<file path="src/rtl/spi_i2s_ipi_clk_arb.sv">
// rtl/spi_i2s_ipi_clk_arb.sv - round-robin SPI/I2S arbiter for a shared clock divider
// Optional watchdog: define SPI_I2S_IPI_CLK_ARB_TIMEOUT_EN.
module spi_i2s_ipi_clk_arb #(
    parameter int PARAM_SEL_WIDTH  = 3,
    parameter int PARAM_EDGE_WIDTH = 6,
    parameter int PARAM_TMO_CYCLES = 1024
) (
    input  logic                        clka_clk,
    input  logic                        clka_rst,
    input  logic [1:0]                  clka_req_i,
    input  logic [PARAM_SEL_WIDTH-1:0]  clka_div_sel0_i,
    input  logic [PARAM_SEL_WIDTH-1:0]  clka_div_sel1_i,
    input  logic [PARAM_EDGE_WIDTH-1:0] clka_edges0_i,
    input  logic [PARAM_EDGE_WIDTH-1:0] clka_edges1_i,
    input  logic                        clka_time_base_i,
    output logic [1:0]                  clka_gnt_o,
    output logic [PARAM_SEL_WIDTH-1:0]  clka_div_sel_o,
    output logic                        clka_div_en_o,
    output logic [1:0]                  clka_done_o,
    output logic                        clka_busy_o,
    output logic                        clka_err_o
);

    typedef enum logic [1:0] {IDLE, SETUP, RUN, DONE} state_t;

    localparam logic [PARAM_EDGE_WIDTH-1:0] EDGE_ONE = 1;

    state_t                      state;
    logic                        last;
    logic [PARAM_EDGE_WIDTH-1:0] edges_q;
    logic [PARAM_EDGE_WIDTH-1:0] cnt;

    logic                        win;
    logic [PARAM_SEL_WIDTH-1:0]  win_sel;
    logic [PARAM_EDGE_WIDTH-1:0] win_edges;
    logic                        owner_req;

`ifdef SPI_I2S_IPI_CLK_ARB_TIMEOUT_EN
    localparam int WD_W = $clog2(PARAM_TMO_CYCLES + 1);
    localparam logic [WD_W-1:0] WD_LAST = WD_W'(PARAM_TMO_CYCLES - 1);
    localparam logic [WD_W-1:0] WD_ONE  = 1;
    logic [WD_W-1:0] wd;
`endif

    // With both requesting, the one not granted last wins; last resets to 1 so bit0 goes first.
    always_comb begin
        win       = (clka_req_i == 2'b11) ? ~last : clka_req_i[1];
        win_sel   = win ? clka_div_sel1_i : clka_div_sel0_i;
        win_edges = win ? clka_edges1_i : clka_edges0_i;
        owner_req = |(clka_req_i & clka_gnt_o);
    end

    always_ff @(posedge clka_clk or posedge clka_rst) begin
        if (clka_rst) begin
            state          <= IDLE;
            last           <= 1'b1;
            edges_q        <= '0;
            cnt            <= '0;
            clka_gnt_o     <= '0;
            clka_div_sel_o <= '0;
            clka_div_en_o  <= 1'b0;
            clka_done_o    <= '0;
            clka_busy_o    <= 1'b0;
`ifdef SPI_I2S_IPI_CLK_ARB_TIMEOUT_EN
            clka_err_o     <= 1'b0;
            wd             <= '0;
`endif
        end else begin
            clka_done_o <= '0;
`ifdef SPI_I2S_IPI_CLK_ARB_TIMEOUT_EN
            clka_err_o  <= 1'b0;
`endif
            case (state)
                IDLE: begin
                    if (|clka_req_i) begin
                        state          <= SETUP;
                        clka_gnt_o     <= win ? 2'b10 : 2'b01;
                        last           <= win;
                        clka_div_sel_o <= win_sel;
                        edges_q        <= win_edges;
                        clka_busy_o    <= 1'b1;
                    end
                end
                SETUP: begin
                    if (!owner_req) begin
                        state       <= IDLE;
                        clka_gnt_o  <= '0;
                        clka_busy_o <= 1'b0;
                    end else if (edges_q == '0) begin
                        state       <= DONE;
                        clka_done_o <= clka_gnt_o;
                    end else begin
                        state         <= RUN;
                        clka_div_en_o <= 1'b1;
                        cnt           <= '0;
`ifdef SPI_I2S_IPI_CLK_ARB_TIMEOUT_EN
                        wd            <= '0;
`endif
                    end
                end
                RUN: begin
                    if (!owner_req) begin
                        state         <= IDLE;
                        clka_gnt_o    <= '0;
                        clka_busy_o   <= 1'b0;
                        clka_div_en_o <= 1'b0;
                    end else if (clka_time_base_i) begin
`ifdef SPI_I2S_IPI_CLK_ARB_TIMEOUT_EN
                        wd <= '0;
`endif
                        if (cnt == edges_q - EDGE_ONE) begin
                            state         <= DONE;
                            clka_div_en_o <= 1'b0;
                            clka_done_o   <= clka_gnt_o;
                        end else begin
                            cnt <= cnt + EDGE_ONE;
                        end
                    end
`ifdef SPI_I2S_IPI_CLK_ARB_TIMEOUT_EN
                    else if (wd == WD_LAST) begin
                        state         <= IDLE;
                        clka_gnt_o    <= '0;
                        clka_busy_o   <= 1'b0;
                        clka_div_en_o <= 1'b0;
                        clka_err_o    <= 1'b1;
                    end else begin
                        wd <= wd + WD_ONE;
                    end
`endif
                end
                DONE: begin
                    state       <= IDLE;
                    clka_gnt_o  <= '0;
                    clka_busy_o <= 1'b0;
                end
                default: state <= IDLE;
            endcase
        end
    end

`ifndef SPI_I2S_IPI_CLK_ARB_TIMEOUT_EN
    assign clka_err_o = 1'b0;
`endif

endmodule

</file>
<file path="config.mk">
export PLATFORM = sky130hd
export DESIGN_NAME = spi_i2s_ipi_clk_arb
export DESIGN_NICKNAME = d
export VERILOG_FILES = /design/src/rtl/spi_i2s_ipi_clk_arb.sv
export SDC_FILE = /design/constraint.sdc
export NUM_CORES = 1
export LEC_CHECK = 0
export CAP_MARGIN = 20
export CORE_MARGIN = 1
export CORE_UTILIZATION = 50
export DETAILED_ROUTE_END_ITERATION = 7
export MAX_ROUTING_LAYER = met4
export PLACE_DENSITY = 0.81
export SLEW_MARGIN = 5
export SYNTH_ARGS = -nofsm -noshare
export SYNTH_HDL_FRONTEND = slang
export SYNTH_SLANG_ARGS = --single-unit
</file>
<file path="constraint.sdc">
create_clock -name clka_clk -period 7.6 [get_ports clka_clk]
set_input_delay 1.9 -clock clka_clk [delete_from_list [all_inputs] [get_ports clka_clk]]
set_output_delay 1.9 -clock clka_clk [all_outputs]
set_load 0.02 [all_outputs]
</file>
# Yosys cells after proc, flatten, opt, wreduce, memory -nomap -nowiden
# Cells that the tools add are included.
# W data, S select, Z words.
[totals]
ff_bits = 24
[classes]
add_sub_neg = 2
n_mux = 35
bitwise_logic = 2
n_reduce_logical = 11
eq_ne = 14
[ops]
columns = ["op", "count"]
rows = [
  ["$mux W6", 6],
  ["$mux W2", 13],
  ["$ne A2 B2 Y1 const B", 7],
  ["$pmux W6 S2", 1],
  ["$mux W1", 9],
  ["$pmux W2 S4", 1],
  ["$add A6 B1 Y6 const B", 1],
  ["$eq A2 B2 Y1 const B", 3],
  ["$eq A6 B6 Y1", 1],
  ["$logic_not A6 Y1", 1],
  ["$ne A3 B3 Y1 const B", 2],
  ["$pmux W2 S3", 1],
  ["$reduce_and A6 Y1", 1],
  ["$reduce_or A2 Y1", 3],
  ["$sub A6 B1 Y6 const B", 1],
  ["$reduce_and A5 Y1", 1],
  ["$pmux W2 S2", 1],
  ["$reduce_and A2 Y1", 2],
  ["$mux W3", 1],
  ["$pmux W1 S3", 1],
  ["$reduce_and A3 Y1", 1],
  ["$and A2 B2 Y2", 1],
  ["$eq A2 B1 Y1 const B", 1],
  ["$logic_not A2 Y1", 1],
  ["other kinds (3)", 3],
]

# Depth between registers and ports, before layout
[logic_depth]
depth_word = 6
ltp_mapped = 8

# Worst setup path after synthesis
# Ideal clock, no wire load.
[synth_path]
path_kind = "in2reg"
start = "input port clka_req_i[0]"
end = "register cnt[3]"
required_ns = 7.531
arrival_ns = 2.970
setup_time_ns = 0.069
path_slack_ns = 4.561
stages = 4
cell_sequence = "a22o_1 nand2_1 or4_2 nand3_1"
[synth_between]
elab_chain_len = 4
word_cells_on_any_way = 5
classes_between = "eq/ne (2); bitwise (1); reduce/logical (2)"
[synth_lines]
columns = ["element", "line", "text"]
rows = [
  ["from (decl)", "10", "input logic [1:0] clka_req_i,"],
  ["$and A2 B2 Y2 (*)", "50", "owner_req = |(clka_req_i & clka_gnt_o);"],
  ["$reduce_or A2 Y1 (*)", "50", ""],
  ["$ne A2 B2 Y1 (no line)", "--", ""],
  ["$reduce_and A6 Y1 (no line) (*)", "--", ""],
  ["to (signal assigned)", "116", "cnt <= cnt + EDGE_ONE;"],
  ["to (decl)", "31", "logic [PARAM_EDGE_WIDTH-1:0] cnt;"],
]
# Mark *: on every way between the ends. The rest lies on a longest branch, timed or not.
# A chain may end at the register's enable or synchronous reset.

# Worst setup path in the final report
# Ends and elaborated chain as after synthesis.

==> flow_metrics.py <==
metrics = {
    "run_status": {
        "status": "finished clean",
    },
    "synth": {
        "yosysUniqueCellTypes": 48,
        "syn_avg_cell_area_um2": 9.49,
        "ys.flop_type": "dfrtp_1",
        "seq_area_frac_synth_pct": 40.9,
        "yosysMostFrequentCell": "nand2_1",
        "synth_area_um2": 1470,
        "synth_edf_count": 0,
        "synthArstFlopShare_pct": 100,
        "ys_warn_count": 0,
        "synth_area_leader_cell": "dfrtp_1",
        "syn_nets": 184,
        "syn_inst": 155,
        "synth_common_cells": "27 x nand2_1, 23 x dfrtp_1, 15 x o21ai_0",
        "yosysTopAreaCellShare_pct": 39.1,
        "synth_seq_cells": 24,
        "synthTopCellsByArea": "dfrtp_1 39%, nand2_1 6.9%, mux2i_1 6.8%",
    },
    "run": {
        "drv_cap": 0,
    },
    "setup_path": {
        "reg2reg_slack_ps": 4930,
        "end_kind": "flip-flop",
        "worstRegToRegCells": 6,
        "reg2reg_from": "edges_q[2]",
        "rr_endpoint": "cnt[1]",
        "start_kind": "primary input",
        "cp.arrival_ps": 3810,
        "worstSetupPathType": "primary input to flip-flop",
        "path_max_fanout": 7,
        "crit_required_ps": 7850,
    },
    "final_layout": {
        "syn_to_final_growth_pct": 26.8,
        "multi_input_area_um2": 832,
        "n_fill_cell": 222,
        "ff_latch_area_um2": 602,
        "drive_gt1_share_pct": 10.1,
        "nets": 218,
        "diodes": 0,
    },
    "global_route": {
        "grt_usage_pct": 23.4,
        "grt-ovfl-total": 0,
        "grt_pass1_vias": 1281,
        "grt_antenna_before_repair": 0,
        "grt_pass1_wl_um": 5690,
        "grt_start_max_net_pins": 25,
    },
    "drt": {
        "dr_wl_met2_um": 1720,
        "routed.top_layer": "met4",
        "met3_wirelength_um": 122,
        "drc_errors": 0,
        "drt_iter0_markers": 92,
        "drtPass1Iterations": 4,
        "wire_per_inst_um": 15.3,
        "wl_met1_um": 1450,
        "wirelength_um": 3350,
        "num_vias": 1298,
        "via_per_inst": 5.93,
        "drtAntennaViolNets": 0,
    },
    "power_and_ir_drop": {
        "p_int_mw": 0.369,
        "vdd_drop_max_v": 0.000279,
        "comb_power_share_pct": 51.0,
        "p_clk_share_pct": 14.3,
        "swShare_pct": 42.9,
        "p_sw_mw": 0.277,
        "p_per_area_nw_per_um2": 346,
        "power_leakage_nw": 0.798,
        "seqPwrFrac_pct": 34.7,
    },
    "place": {
        "place_congestion": 0.827,
        "port_buffers": 31,
        "dp_slack_ps": 3590,
        "hpwl_um": 2570,
    },
    "clock_network": {
        "cts_buffers": 3,
        "path_clk_slew_ps": 130,
        "root_buffer": "clkbuf_4",
        "cts_resized": 0,
        "cts_buffer_depth": 2,
        "numClockSinks": 24,
        "cts_tree": "yes",
        "cts_max_level": 1,
        "insertion_delay_ps": 310,
        "post-cts-setup-buffer-count": 0,
        "cts_hold_buffers": 0,
    },
    "floorplanning": {
        "start_util_pct": 52.9,
        "dieHeight_um": 56.2,
        "rows": 19,
        "coreArea_um2": 2780,
        "die_area_um2": 3160,
        "ios": 33,
        "die_w_um": 56.2,
    },
    "timing": {
        "timing_worst_slew_pin_value_ps": 1030,
        "fin_skew_ps": 10.3,
        "min_period_ps": 3560,
        "finalSetupTns_ps": 0,
        "hold_viol_final": 0,
        "slew_violations": 0,
        "fin_crit_sh_pct": 46.8,
        "slew_headroom_pct": 31.0,
        "timing.final.ws_setup_ps": 4040,
        "fmaxAchievable_ghz": 0.281,
        "rsz0062_at_grt": "false",
        "setup-violations-final": 0,
    },
    "hold_path": {
        "hp-start": "clka_div_sel_o[1]",
        "hold-path-endpoint": "clka_div_sel_o[1]",
        "hold_path_class": "flip-flop to flip-flop",
        "hold_depth": 2,
    },
}
[sequential cells by signal, summed over array words and instances, names as in the netlist]
register,flops
clka_busy_o,1
clka_div_en_o,1
clka_div_sel_o,3
clka_done_o,2
clka_gnt_o,2
cnt,6
edges_q,6
last,1
state,2
[worst max-delay path by stage]
stage,cells past startpoint,end,slack [ps],startpoint
after detailed placement,4,edges_q[3],3590,clka_req_i[1]
after global placement,4,edges_q[0],3710,clka_req_i[1]
final,5,cnt[3],4040,clka_req_i[0]
after floorplan,4,cnt[3],4560,clka_req_i[0]
after CTS,4,edges_q[3],3930,clka_req_i[1]
after global routing,5,cnt[3],3950,clka_req_i[0]
[worst max-delay path, stage by stage]
cell,delay (ps)
clkdlybuf4s50_1,570
a22o_1,320
nand2_1,220
or4_2,690
nand3_1,100
[through the flow]
stage	hold WS [ps]	power, mW	cell area, um2	std cells	utilization [%]
finish	511	0.646	1870	219	67.1
floorplan	492	0.445	1470	155	-
global route	539	0.692	1870	219	67.1
CTS	519	0.646	1860	218	66.8
detailed placement	484	0.551	1810	214	64.9
global placement	467	0.531	1810	214	64.9
[per-layer routing]
metal / vias up / track usage (%)
li1: 626 / -
met1: 620 / 29.6
met2: 46 / 39.5
met3: 6 / 2.79
met4: 0 / 7.32
met5: - / -
[cell type report]
type,instances,area share [%]
Multi-Input combinational cell,122,44.6
Sequential cell,24,32.3
Timing Repair Buffer,32,17.0
Tap cell,31,2.08
Clock inverter,1,1.61
Clock buffer,3,1.21
Inverter,6,1.21
[placed cells by master (no fill, tap or decap), drive strengths merged, types with 2 or more instances in the layout]
| cell | instances |
|---|---|
| mux2 | 2 |
| mux2i | 10 |
| a21oi | 7 |
| nor2 | 7 |
| or4 | 2 |
| clkbuf | 3 |
| nand2 | 27 |
| o31ai | 2 |
| clkdlybuf4s50 | 31 |
| a211o | 2 |
| and3 | 3 |
| inv | 6 |
| nand3 | 4 |
| nor4b | 2 |
| xnor2 | 5 |
| ha | 6 |
| o21ai | 17 |
| dfrtp | 23 |
| a31oi | 4 |
| or3 | 3 |
| and4 | 2 |
| nor3 | 2 |
[power groups by stage]
stage	clock, mW	sequential, mW	combinational [mW]
6_report	0.0923	0.224	0.329
5_1_grt	0.0971	0.231	0.363
4_1_cts	0.0949	0.223	0.328
3_5_place_dp	0	0.226	0.326
3_3_place_gp	0	0.223	0.308
2_1_floorplan	0	0.236	0.209
[logic make-up after synthesis]
family | count (synthesis) | synth area share, %
and+or+nand+nor | 55 | 19.4
AOI/OAI and AO/OA | 42 | 19.6
DFF | 24 | 40.9
muxes | 12 | 8.59
buffers and inverters | 9 | 2.55
adders and majority gates | 6 | 5.10
xor gates and xnor gates | 6 | 3.57
other | 1 | 0.255
(Power assumes the default switching activity.)
